### src/rtl/rename_pkg.sv
// Shared types for the rename stage: physical/architectural register ids,
// decoded-uop layout and the rename result carried to allocate.
package rename_pkg;

   localparam int NUM_PREGS = 64;
   localparam int NUM_AREGS = 32;
   localparam int PRF_W     = $clog2(NUM_PREGS);
   localparam int AREG_W    = 5;

   typedef logic [PRF_W-1:0]  t_prf_id;
   typedef logic [AREG_W-1:0] t_areg;

   typedef enum logic [1:0] {
      OP_INVD = 2'd0,
      OP_REG  = 2'd1,
      OP_IMM  = 2'd2,
      OP_ZERO = 2'd3
   } t_optype;

   typedef struct packed {
      t_optype optype;
      t_areg   opreg;
   } t_opnd;

   typedef struct packed {
      logic        valid;
      logic [7:0]  opcode;
      t_opnd       dst;
      t_opnd       src1;
      t_opnd       src2;
      logic [15:0] imm;
   } t_uinstr;

   typedef struct packed {
      t_prf_id psrc1;
      t_prf_id psrc2;
      t_prf_id pdst;
      t_prf_id pdst_old;
   } t_rename;

endpackage

### src/rtl/rename_free_list.sv
// Physical register free list with lowest-index allocator, retire free port
// and bulk restore. Define RENAME_CHK_EN for simulation-only consistency checks.
module rename_free_list
   import rename_pkg::*;
(
   input  logic                 clk,
   input  logic                 reset_n,
   input  logic                 alloc_en,
   output logic                 alloc_valid,
   output t_prf_id              alloc_id,
   input  logic                 free_en,
   input  t_prf_id              free_id,
   input  logic                 restore_en,
   input  logic [NUM_PREGS-1:0] restore_vec
);

   localparam logic [NUM_PREGS-1:0] RESET_FREE =
      {{(NUM_PREGS-NUM_AREGS){1'b1}}, {NUM_AREGS{1'b0}}};
   localparam logic [NUM_PREGS-1:0] BIT0 = {{(NUM_PREGS-1){1'b0}}, 1'b1};

   logic [NUM_PREGS-1:0] free;

   // Scan from the top so the last hit is the lowest free index.
   always_comb begin
      alloc_id = '0;
      for (int i = NUM_PREGS-1; i >= 0; i--) begin
         if (free[i]) alloc_id = t_prf_id'(i);
      end
   end

   assign alloc_valid = |free;

   always_ff @(posedge clk or negedge reset_n) begin
      if (!reset_n) begin
         free <= RESET_FREE;
      end else if (restore_en) begin
         free <= restore_vec & ~BIT0;
      end else begin
         if (alloc_en) free[alloc_id] <= 1'b0;
         if (free_en && free_id != '0) free[free_id] <= 1'b1;
      end
   end

`ifdef RENAME_CHK_EN
   always_ff @(posedge clk) begin
      if (reset_n) begin
         if (alloc_en && !free[alloc_id])
            $error("rename_free_list: allocating preg %0d which is not free", alloc_id);
         if (free_en && free_id != '0 && free[free_id])
            $error("rename_free_list: retire frees preg %0d which is already free", free_id);
      end
   end
`endif

endmodule

### src/rtl/rename.sv
// Register rename stage: speculative RAT, retirement RAT and registered rn1 output.
// Define RENAME_CHK_EN for simulation-only protocol/stability checks.
module rename
   import rename_pkg::*;
(
   input  logic    clk,
   input  logic    reset_n,
   input  logic    valid_de1,
   input  t_uinstr uinstr_de1,
   output logic    rename_ready_rn0,
   input  logic    alloc_ready_ra0,
   output logic    valid_rn1,
   output t_uinstr uinstr_rn1,
   output t_rename rename_rn1,
   input  logic    retire_valid_rb1,
   input  t_areg   retire_areg_rb1,
   input  t_prf_id retire_pdst_rb1,
   input  t_prf_id retire_pdst_old_rb1,
   input  logic    br_mispred_rb1
);

   localparam logic [NUM_PREGS-1:0] RESET_USED =
      {{(NUM_PREGS-NUM_AREGS){1'b0}}, {(NUM_AREGS-1){1'b1}}, 1'b0};

   t_prf_id              rat      [NUM_AREGS];
   t_prf_id              rrat     [NUM_AREGS];
   t_prf_id              rrat_upd [NUM_AREGS];
   logic [NUM_PREGS-1:0] committed_used;
   logic [NUM_PREGS-1:0] committed_upd;
   logic                 free_any;
   logic                 fire;
   logic                 dst_reg;
   t_prf_id              alloc_id;
   t_rename              rename_rn0;
   t_uinstr              uinstr_rn0;

   assign rename_ready_rn0 = free_any & (~valid_rn1 | alloc_ready_ra0) & ~br_mispred_rb1;
   assign fire             = valid_de1 & rename_ready_rn0;
   assign dst_reg          = uinstr_de1.dst.optype == OP_REG;

   // Sources read the RAT before this uop's own destination write lands.
   always_comb begin
      rename_rn0 = '0;
      if (uinstr_de1.src1.optype == OP_REG) rename_rn0.psrc1 = rat[uinstr_de1.src1.opreg];
      if (uinstr_de1.src2.optype == OP_REG) rename_rn0.psrc2 = rat[uinstr_de1.src2.opreg];
      if (dst_reg) begin
         rename_rn0.pdst     = alloc_id;
         rename_rn0.pdst_old = rat[uinstr_de1.dst.opreg];
      end
      uinstr_rn0       = uinstr_de1;
      uinstr_rn0.valid = 1'b1;
   end

   always_comb begin
      rrat_upd      = rrat;
      committed_upd = committed_used;
      if (retire_valid_rb1) begin
         rrat_upd[retire_areg_rb1]          = retire_pdst_rb1;
         committed_upd[retire_pdst_rb1]     = 1'b1;
         committed_upd[retire_pdst_old_rb1] = 1'b0;
      end
   end

   always_ff @(posedge clk or negedge reset_n) begin
      if (!reset_n) begin
         for (int i = 0; i < NUM_AREGS; i++) begin
            rat[i]  <= t_prf_id'(i);
            rrat[i] <= t_prf_id'(i);
         end
         committed_used <= RESET_USED;
      end else begin
         rrat           <= rrat_upd;
         committed_used <= committed_upd;
         if (br_mispred_rb1)      rat <= rrat_upd;
         else if (fire && dst_reg) rat[uinstr_de1.dst.opreg] <= alloc_id;
      end
   end

   always_ff @(posedge clk or negedge reset_n) begin
      if (!reset_n) begin
         valid_rn1  <= 1'b0;
         uinstr_rn1 <= '0;
         rename_rn1 <= '0;
      end else if (br_mispred_rb1) begin
         valid_rn1        <= 1'b0;
         uinstr_rn1.valid <= 1'b0;
      end else if (fire) begin
         valid_rn1  <= 1'b1;
         uinstr_rn1 <= uinstr_rn0;
         rename_rn1 <= rename_rn0;
      end else if (alloc_ready_ra0) begin
         valid_rn1        <= 1'b0;
         uinstr_rn1.valid <= 1'b0;
      end
   end

   rename_free_list u_free_list (
      .clk         (clk),
      .reset_n     (reset_n),
      .alloc_en    (fire & dst_reg),
      .alloc_valid (free_any),
      .alloc_id    (alloc_id),
      .free_en     (retire_valid_rb1),
      .free_id     (retire_pdst_old_rb1),
      .restore_en  (br_mispred_rb1),
      .restore_vec (~committed_upd)
   );

`ifdef RENAME_CHK_EN
   always_ff @(posedge clk) begin
      if (reset_n && valid_de1 && !rename_ready_rn0)
         $error("rename: valid_de1 asserted while rename_ready_rn0 is low");
   end

   property p_stall_hold;
      @(posedge clk) disable iff (!reset_n)
         valid_rn1 && !alloc_ready_ra0 && !br_mispred_rb1
         |=> $stable(rename_rn1) && $stable(uinstr_rn1);
   endproperty
   a_stall_hold: assert property (p_stall_hold)
      else $error("rename: rn1 changed while stalled");
`endif

endmodule

### config.mk
export PLATFORM = sky130hd
export DESIGN_NAME = rename
export DESIGN_NICKNAME = d
export VERILOG_FILES = /design/src/rtl/rename_pkg.sv /design/src/rtl/rename_free_list.sv /design/src/rtl/rename.sv
export SDC_FILE = /design/constraint.sdc
export NUM_CORES = 1
export LEC_CHECK = 0
export CORE_MARGIN = 2
export CORE_UTILIZATION = 30
export CTS_BUF_LIST = sky130_fd_sc_hd__clkbuf_2
export CTS_CLUSTER_SIZE = 8
export DETAILED_ROUTE_END_ITERATION = 7
export HOLD_SLACK_MARGIN = 0.12
export SLEW_MARGIN = 20
export SYNTH_ARGS = -nofsm -noshare
export SYNTH_HDL_FRONTEND = slang
export SYNTH_SLANG_ARGS = --single-unit
### constraint.sdc
create_clock -name clk -period 3.9 [get_ports clk]
set_clock_uncertainty 0.1 [all_clocks]
set_input_delay 1.17 -clock clk [delete_from_list [all_inputs] [get_ports clk]]
set_output_delay 1.17 -clock clk [all_outputs]
set_load 0.05 [all_outputs]
==> results of run 1 <==
[power groups by stage]
stage          Combinational, W  Sequential, W  Clock, W
5_1_grt                 0.00441        0.00844   0.00513
4_1_cts                 0.00412        0.00828   0.00479
2_1_floorplan           0.00239        0.00840         0
6_report                0.00416        0.00832   0.00464
3_3_place_gp            0.00410        0.00834         0
3_5_place_dp            0.00416        0.00839         0
[cells in the final DEF (no fill, tap or decap), types with 43 or more instances in the layout]
| cell | synthesis | final |
|---|---|---|
| nand2_1 | 195 | 194 |
| mux2_2 | 219 | 219 |
| nor4_1 | 67 | 66 |
| clkdlybuf4s50_1 | 0 | 60 |
| dfrtp_1 | 358 | 357 |
| clkbuf_2 | 0 | 254 |
| a22oi_1 | 140 | 140 |
| dlygate4sd2_1 | 0 | 65 |
| a21oi_1 | 149 | 149 |
| inv_1 | 53 | 53 |
| mux4_2 | 168 | 168 |
| dfstp_2 | 223 | 223 |
| mux2i_1 | 43 | 43 |
| o21ai_0 | 146 | 146 |
| buf_4 | 2 | 173 |
| nor2_1 | 198 | 198 |
[final cells by class]
type,count,area [um2],area share
Antenna cell,10,25.0,0.000703
Clock buffer,254,1270,0.0357
Clock inverter,36,254,0.00714
Inverter,53,199,0.00559
Multi-Input combinational cell,1715,14200,0.398
Sequential cell,581,14800,0.416
Tap cell,1287,1610,0.0452
Timing Repair Buffer,347,3240,0.0910
[cell families after synthesis]
logic type	synth area share
buf+inv	0.0305
simple gates	0.103
flops	0.497
compound gates	0.146
mux	0.224
[path summary, 6_finish.rpt]
path,startpoint,slack (ns),endpoint
worst min register to register,rename_rn1[9],0.38,rename_rn1[9]
max in group asynchronous,reset_n,1.78,rrat[186]
worst min-delay path,uinstr_de1[43],0.34,uinstr_rn1[43]
min in group asynchronous,reset_n,0.81,rrat[170]
worst max register to register,u_free_list.free[13],0.21,rat[26]
worst max-delay path,u_free_list.free[13],-0.86,rename_ready_rn0
[flip-flops by register name, summed over array words and instances (netlist names)]
name              cells
rename_rn1           24
rrat                192
committed_used       63
u_free_list.free     64
uinstr_rn1           46
rat                 192
[timing repair]
item,4_1_cts,5_1_grt
hold endpoints to repair,273,0
setup endpoints to repair,66,1
hold buffers,8,0
resized for setup,70,0
pin swaps,4,2
setup buffers,4,0
[layer usage]
metal	part of all wire	routed length [um]	vias to the layer above	GRT usage
met2	0.46	50700	1374	0.333
met1	0.39	43200	12500	0.282
met3	0.097	10700	263	0.0488
li1	-	-	10400	-
met5	0.00021	23	-	0
met4	0.049	5370	4	0.104
[through the flow]
stage	TNS (ns)	hold WS (ns)	cell area [um2]	power, W	utilization
2_1_floorplan	0	0.349	29800	0.0108	-
3_3_place_gp	-0.0474	0.360	34000	0.0124	0.345
3_5_place_dp	-0.0856	0.363	34000	0.0125	0.345
4_1_cts	-1.08	0.155	35600	0.0172	0.361
5_1_grt	-1.07	0.219	35600	0.0180	0.362
6_report	-0.863	0.341	35600	0.0171	0.362
[worst reg2reg max path, delay by kind of cell, from the launching register on]
kind | cells | cell delay, ns
flops | 1 | 0.39
buf+inv | 3 | 0.59
simple gates | 3 | 1.22
compound gates | 4 | 1.29
[Yosys cell counts, types with 9 or more instances]
master	count	share of area
nor4b_1	11	0.0032
a21o_1	12	0.0030
nor2b_1	17	0.0036
dfrtp_1	358	0.30
nand3_1	15	0.0025
a211oi_1	10	0.0025
or2_2	10	0.0021
a31oi_1	13	0.0027
nand2b_1	12	0.0025
buf_1	23	0.0029
a21oi_2	24	0.0070
mux2i_1	43	0.014
nand2_1	195	0.025
a22oi_1	140	0.035
nor4_1	67	0.014
o22ai_1	31	0.0065
o21ai_0	146	0.024
a221o_1	35	0.012
a222oi_1	32	0.011
a21oi_1	149	0.025
mux2_2	219	0.083
dfstp_2	223	0.20
o31ai_1	11	0.0028
nor3b_1	12	0.0030
nand3b_1	10	0.0025
or4_1	9	0.0023
clkbuf_1	144	0.018
nor3_1	35	0.0059
inv_1	53	0.0067
mux4_2	168	0.13
nor2_1	198	0.025
buf_2	14	0.0023
==> out/results.txt, run 1 <==
Run status -> complete, but fails checks
Failing checks -> negative setup slack
Pwr dens -> 481 nW/um2
Hold crit path type -> input pin to flip-flop
FMAX -> 210 MHz
LEAKAGE -> 14.8 nW
Final Net Count -> 2923
CTS root buf -> clkbuf_2
Die height -> 319 um
VDD IR max -> 0.233 mV
Initial Util -> 0.303
Max-Slew Margin vs Limit -> 0.225
Vias in the first global route -> 24200
Max Cap Viol -> 0
Layout cell share with drive strength beyond 1 -> 0.386
Filler cells -> 9813
Crit path kind -> flip-flop to output port
RSZ-0062 raised after global routing -> yes
CP max-delay cell -> or4_4
Area growth, synth to finish -> 19.3%
Final ANT Viol Nets -> 0
Sequential share of power -> 0.486
Final GP Congestion -> 0.975
Worst EP arrival -> 3.49 ns
Placed cells -> 3972
Min Tclk post-route -> 4.76 ns
Router iterations before antenna repair -> 8
Largest net degree at the start of global routing -> 120
Sequential cell area fraction in the yosys report -> 0.497
Combinational fraction of design power -> 0.243
Top Family by Delay on Critical Path -> simple AND/OR/NAND/NOR gates
DR vias/cell -> 5.73
Initial antenna violation count -> 7
Critical path depth in cells -> 6
DRC viols -> 0
Worst Path Required -> 2.63 ns
Grt ovf -> 0
Buffers added on ports -> 139
I/O pin total -> 141
Tcrit/Tclk final -> 1.22
WP buf/inv -> 2
Hold Path Depth -> 2
Crit. End Element -> output port
Max Slew Vio Count -> 0
Setup WS post-layout -> -0.863 ns
CTS clock-pin slew for the worst setup and hold paths -> 0.10 ns
Wire length per cell -> 25.7 um
Post-Layout Cell Count -> 4283
Post-Synthesis Net Count -> 2601
CTS buffer count -> 156
Startpoint Class -> flip-flop
Die area -> 102000 um2
# rows -> 115
CP max FO -> 4
WL final -> 110000 um
First-pass GRT wire length -> 163000 um
Syn. warnings -> 0
Cell internal pwr -> 0.0112 W
All-Layer GR Usage -> 0.214
Final HPWL DP -> 75800 um
Final count of hold timing violations -> 0
Yosys reg bits -> 581
Worst skew pair latency -> 1.39 ns
Via count -> 24500
Mapped Cells -> 2532
Pre-CTS setup slack -> -0.0856 ns
Core Footprint -> 98400 um2
CTS H-tree lvls -> 4
Post-synth EDFFs -> 0
Synth cell types -> 67
Worst-path cell chain -> or4_4 > or4b_4 > nor4_4 > nor3_1 > buf_4 > buf_12
Clk pwr share -> 0.271
Bufs on Longest Clock Path -> 3
CTS tree -> yes
Sw power -> 0.00589 W
Reg2reg path depth -> 10
Worst path max stage delay -> 0.57 ns
Final setup vio count -> 1
Ys async rst share -> 1.00
Die width -> 319 um
Slew @ Worst Pin -> 1.15 ns
DR iter-0 viols -> 2844
Syn Area/Cell -> 11.8 um2
CTS sink cnt -> 581
Main synth FF type -> dfrtp_1
Netlist Area Pre-Place -> 29800 um2
Sw Share -> 0.344
(Power assumes the default switching activity.)
==> run 2: changes to the inputs <==
Settings changed: CORE_MARGIN 2 to 10.
==> run 2 against run 1 <==
Compared with the run above:
- the run still ends with negative setup slack left
- sequential share of layout area about the same
- clock-buffer cell count grew 1
- worst setup slack better by 0.082 ns
- sequential cell count did not move
- wire length down 0.13%
- final cell count about the same
- critical path type unchanged
==> out/results.txt, run 2 (same netlist as run 1, synthesis figures left out) <==
# rows -> 115 (unchanged)
Commonest cells after routing, fill and taps aside -> 357 x dfrtp_1, 255 x clkbuf_2, 223 x dfstp_2, 219 x mux2_2, 197 x nor2_1
I/O pin total -> 141 (unchanged)
Setup WS post-layout -> -0.782 ns (+0.0817 ns)
Worst EP arrival -> 3.41 ns (-0.08 ns)
CTS buffer count -> 158 (+1.3%)
Startpoint Class -> flip-flop
Buffers added on ports -> 139 (unchanged)
Max-Slew Margin vs Limit -> 0.352 (+0.127)
Bufs on Longest Clock Path -> 3 (unchanged)
DR vias/cell -> 5.73 (about the same)
CTS tree -> yes
DRC viols -> 0 (unchanged)
Reg2reg path depth -> 10 (unchanged)
Final Net Count -> 2926 (+0.10%)
LEAKAGE -> 14.8 nW (+0.20%)
Commonest non-fill, non-tap cell in the layout -> dfrtp_1
RR Endpoint -> rat[49]
RSZ-0062 raised after global routing -> yes
Placed cells -> 3971 (-0.025%)
Failing checks -> negative setup slack
Slew @ Worst Pin -> 0.972 ns (-0.182 ns)
Area growth, synth to finish -> 19.4% (about the same)
Tcrit/Tclk final -> 1.20 (-0.0209)
Initial Util -> 0.303 (-0.000442)
Die height -> 335 um (+5.0%)
Wire length per cell -> 25.7 um (-0.11%)
Worst Setup EP -> rename_ready_rn0
Initial antenna violation count -> 8 (+1)
FMAX -> 214 MHz (+1.7%)
DR iter-0 viols -> 3143 (+11%)
Filler cells -> 9767 (-0.47%)
Vias in the first global route -> 24600 (+1.5%)
Post-Layout Cell Count -> 4282 (-0.023%)
Worst Path Required -> 2.63 ns (about the same)
Crit path kind -> flip-flop to output port
FF-to-FF Start -> u_free_list.free[10]
Grt ovf -> 0 (unchanged)
Post-Route Utilization -> 0.361 (about the same)
Final ANT Viol Nets -> 0 (unchanged)
CP startpoint -> u_free_list.free[10]
Core Footprint -> 98600 um2 (+0.15%)
Final count of hold timing violations -> 0 (unchanged)
Layout cell share with drive strength beyond 1 -> 0.388 (+0.00141)
Final GP Congestion -> 0.953 (-2.3%)
Max Cap Viol -> 0 (unchanged)
VDD IR max -> 0.211 mV (-9.8%)
Die area -> 112000 um2 (+10%)
Hold crit path type -> input pin to async pin
Run status -> complete, but fails checks
CP max FO -> 6 (+2)
First-pass GRT wire length -> 163000 um (+0.16%)
Die width -> 335 um (+5.0%)
Max Slew Vio Count -> 0 (unchanged)
Largest net degree at the start of global routing -> 86 (-28%)
R2R Setup Slk -> 0.20 ns (about the same)
Largest registers -> rat (192), rrat (192), u_free_list.free (64)
Final setup vio count -> 1 (unchanged)
WL final -> 110000 um (-0.13%)
Pwr dens -> 485 nW/um2 (+0.78%)
All-Layer GR Usage -> 0.193 (-0.0211)
Via count -> 24500 (-0.098%)
CTS clock-pin slew for the worst setup and hold paths -> 0.12 ns (+0.02 ns)
CTS sink cnt -> 581 (unchanged)
Worst skew pair latency -> 1.41 ns (+0.02 ns)
Crit. End Element -> output port
CTS H-tree lvls -> 4 (unchanged)
CTS root buf -> clkbuf_2
Min Tclk post-route -> 4.68 ns (-0.0817 ns)
Router iterations before antenna repair -> 7 (-1)
Final HPWL DP -> 76000 um (+0.22%)
-- run 2: cell types whose count changed in the layout (fill, tap and decap cells not counted), sizes merged, moves of 2 or more --
cell and delta:
bufinv +3, clkbuf +2, clkdlybuf4s50 -6, diode -3, dlygate4sd2 +6
-- run 2: worst min-delay path by stage --
stage	from	end	slack (ns)	cells after the start
6_report	reset_n	uinstr_rn1[24]	0.22	2
5_1_grt	uinstr_de1[38]	uinstr_rn1[38]	0.16	2
4_1_cts	reset_n	uinstr_rn1[24]	0.12	2
3_5_place_dp	rename_rn1[9]	rename_rn1[9]	0.36	2
3_3_place_gp	committed_used[56]	committed_used[56]	0.36	2
2_1_floorplan	committed_used[61]	committed_used[61]	0.35	2
-- run 2: layout make-up --
cell class / count / area [um2] / area share
well taps: 1287 / 1610 / 0.0452
clock inverters: 36 / 309 / 0.00868
flip-flops and latches: 581 / 14800 / 0.416
inverters: 53 / 199 / 0.00559
diodes: 7 / 17.5 / 0.000492
repair buffers: 348 / 3190 / 0.0895
clock buffers: 255 / 1280 / 0.0358
multi-input cells: 1715 / 14200 / 0.399
-- run 2: stage by stage --
stage	setup WS, ns	power [W]	hold slack [ns]	instance area (um2)	setup TNS [ns]
CTS	-1.05	0.0173	0.121	35600	-1.05
floorplan	0.107	0.0108	0.349	29800	0
finish	-0.782	0.0173	0.224	35600	-0.782
global route	-0.962	0.0181	0.164	35600	-0.962
global placement	0.0429	0.0124	0.362	33900	0
detailed placement	0.0335	0.0125	0.362	33900	0
-- run 2: worst max-delay path, cell delays in order (launching register included) --
cell	delay, ns
dfrtp_2	0.47
or4_4	0.56
or4b_4	0.53
nor4_4	0.24
nor3_4	0.09
clkbuf_16	0.19
-- run 2: layer usage --
metal | vias to the layer above | global-route usage | wire (um) | part of all wire
li1 | 10400 | - | - | -
met1 | 12500 | 0.247 | 44000 | 0.40
met2 | 1300 | 0.295 | 49600 | 0.45
met3 | 305 | 0.0596 | 10900 | 0.099
met4 | 10 | 0.0929 | 5190 | 0.047
met5 | - | 0 | 92 | 0.00084
-- run 2: repair_timing --
item	4_1_cts	5_1_grt
buffers inserted	6	0
gates resized for setup	78	4
endpoints found under the setup margin	72	1
pin swaps	5	0
hold buffers	7	0
hold endpoints to repair	218	0
-- run 2: where the power goes --
part / total [W] / internal (W) / switching, W
sequential: 0.00832 / 0.00745 / 0.000861
combinational: 0.00412 / 0.00183 / 0.00229
clock: 0.00483 / 0.00211 / 0.00272
total: 0.0173 / 0.0114 / 0.00587
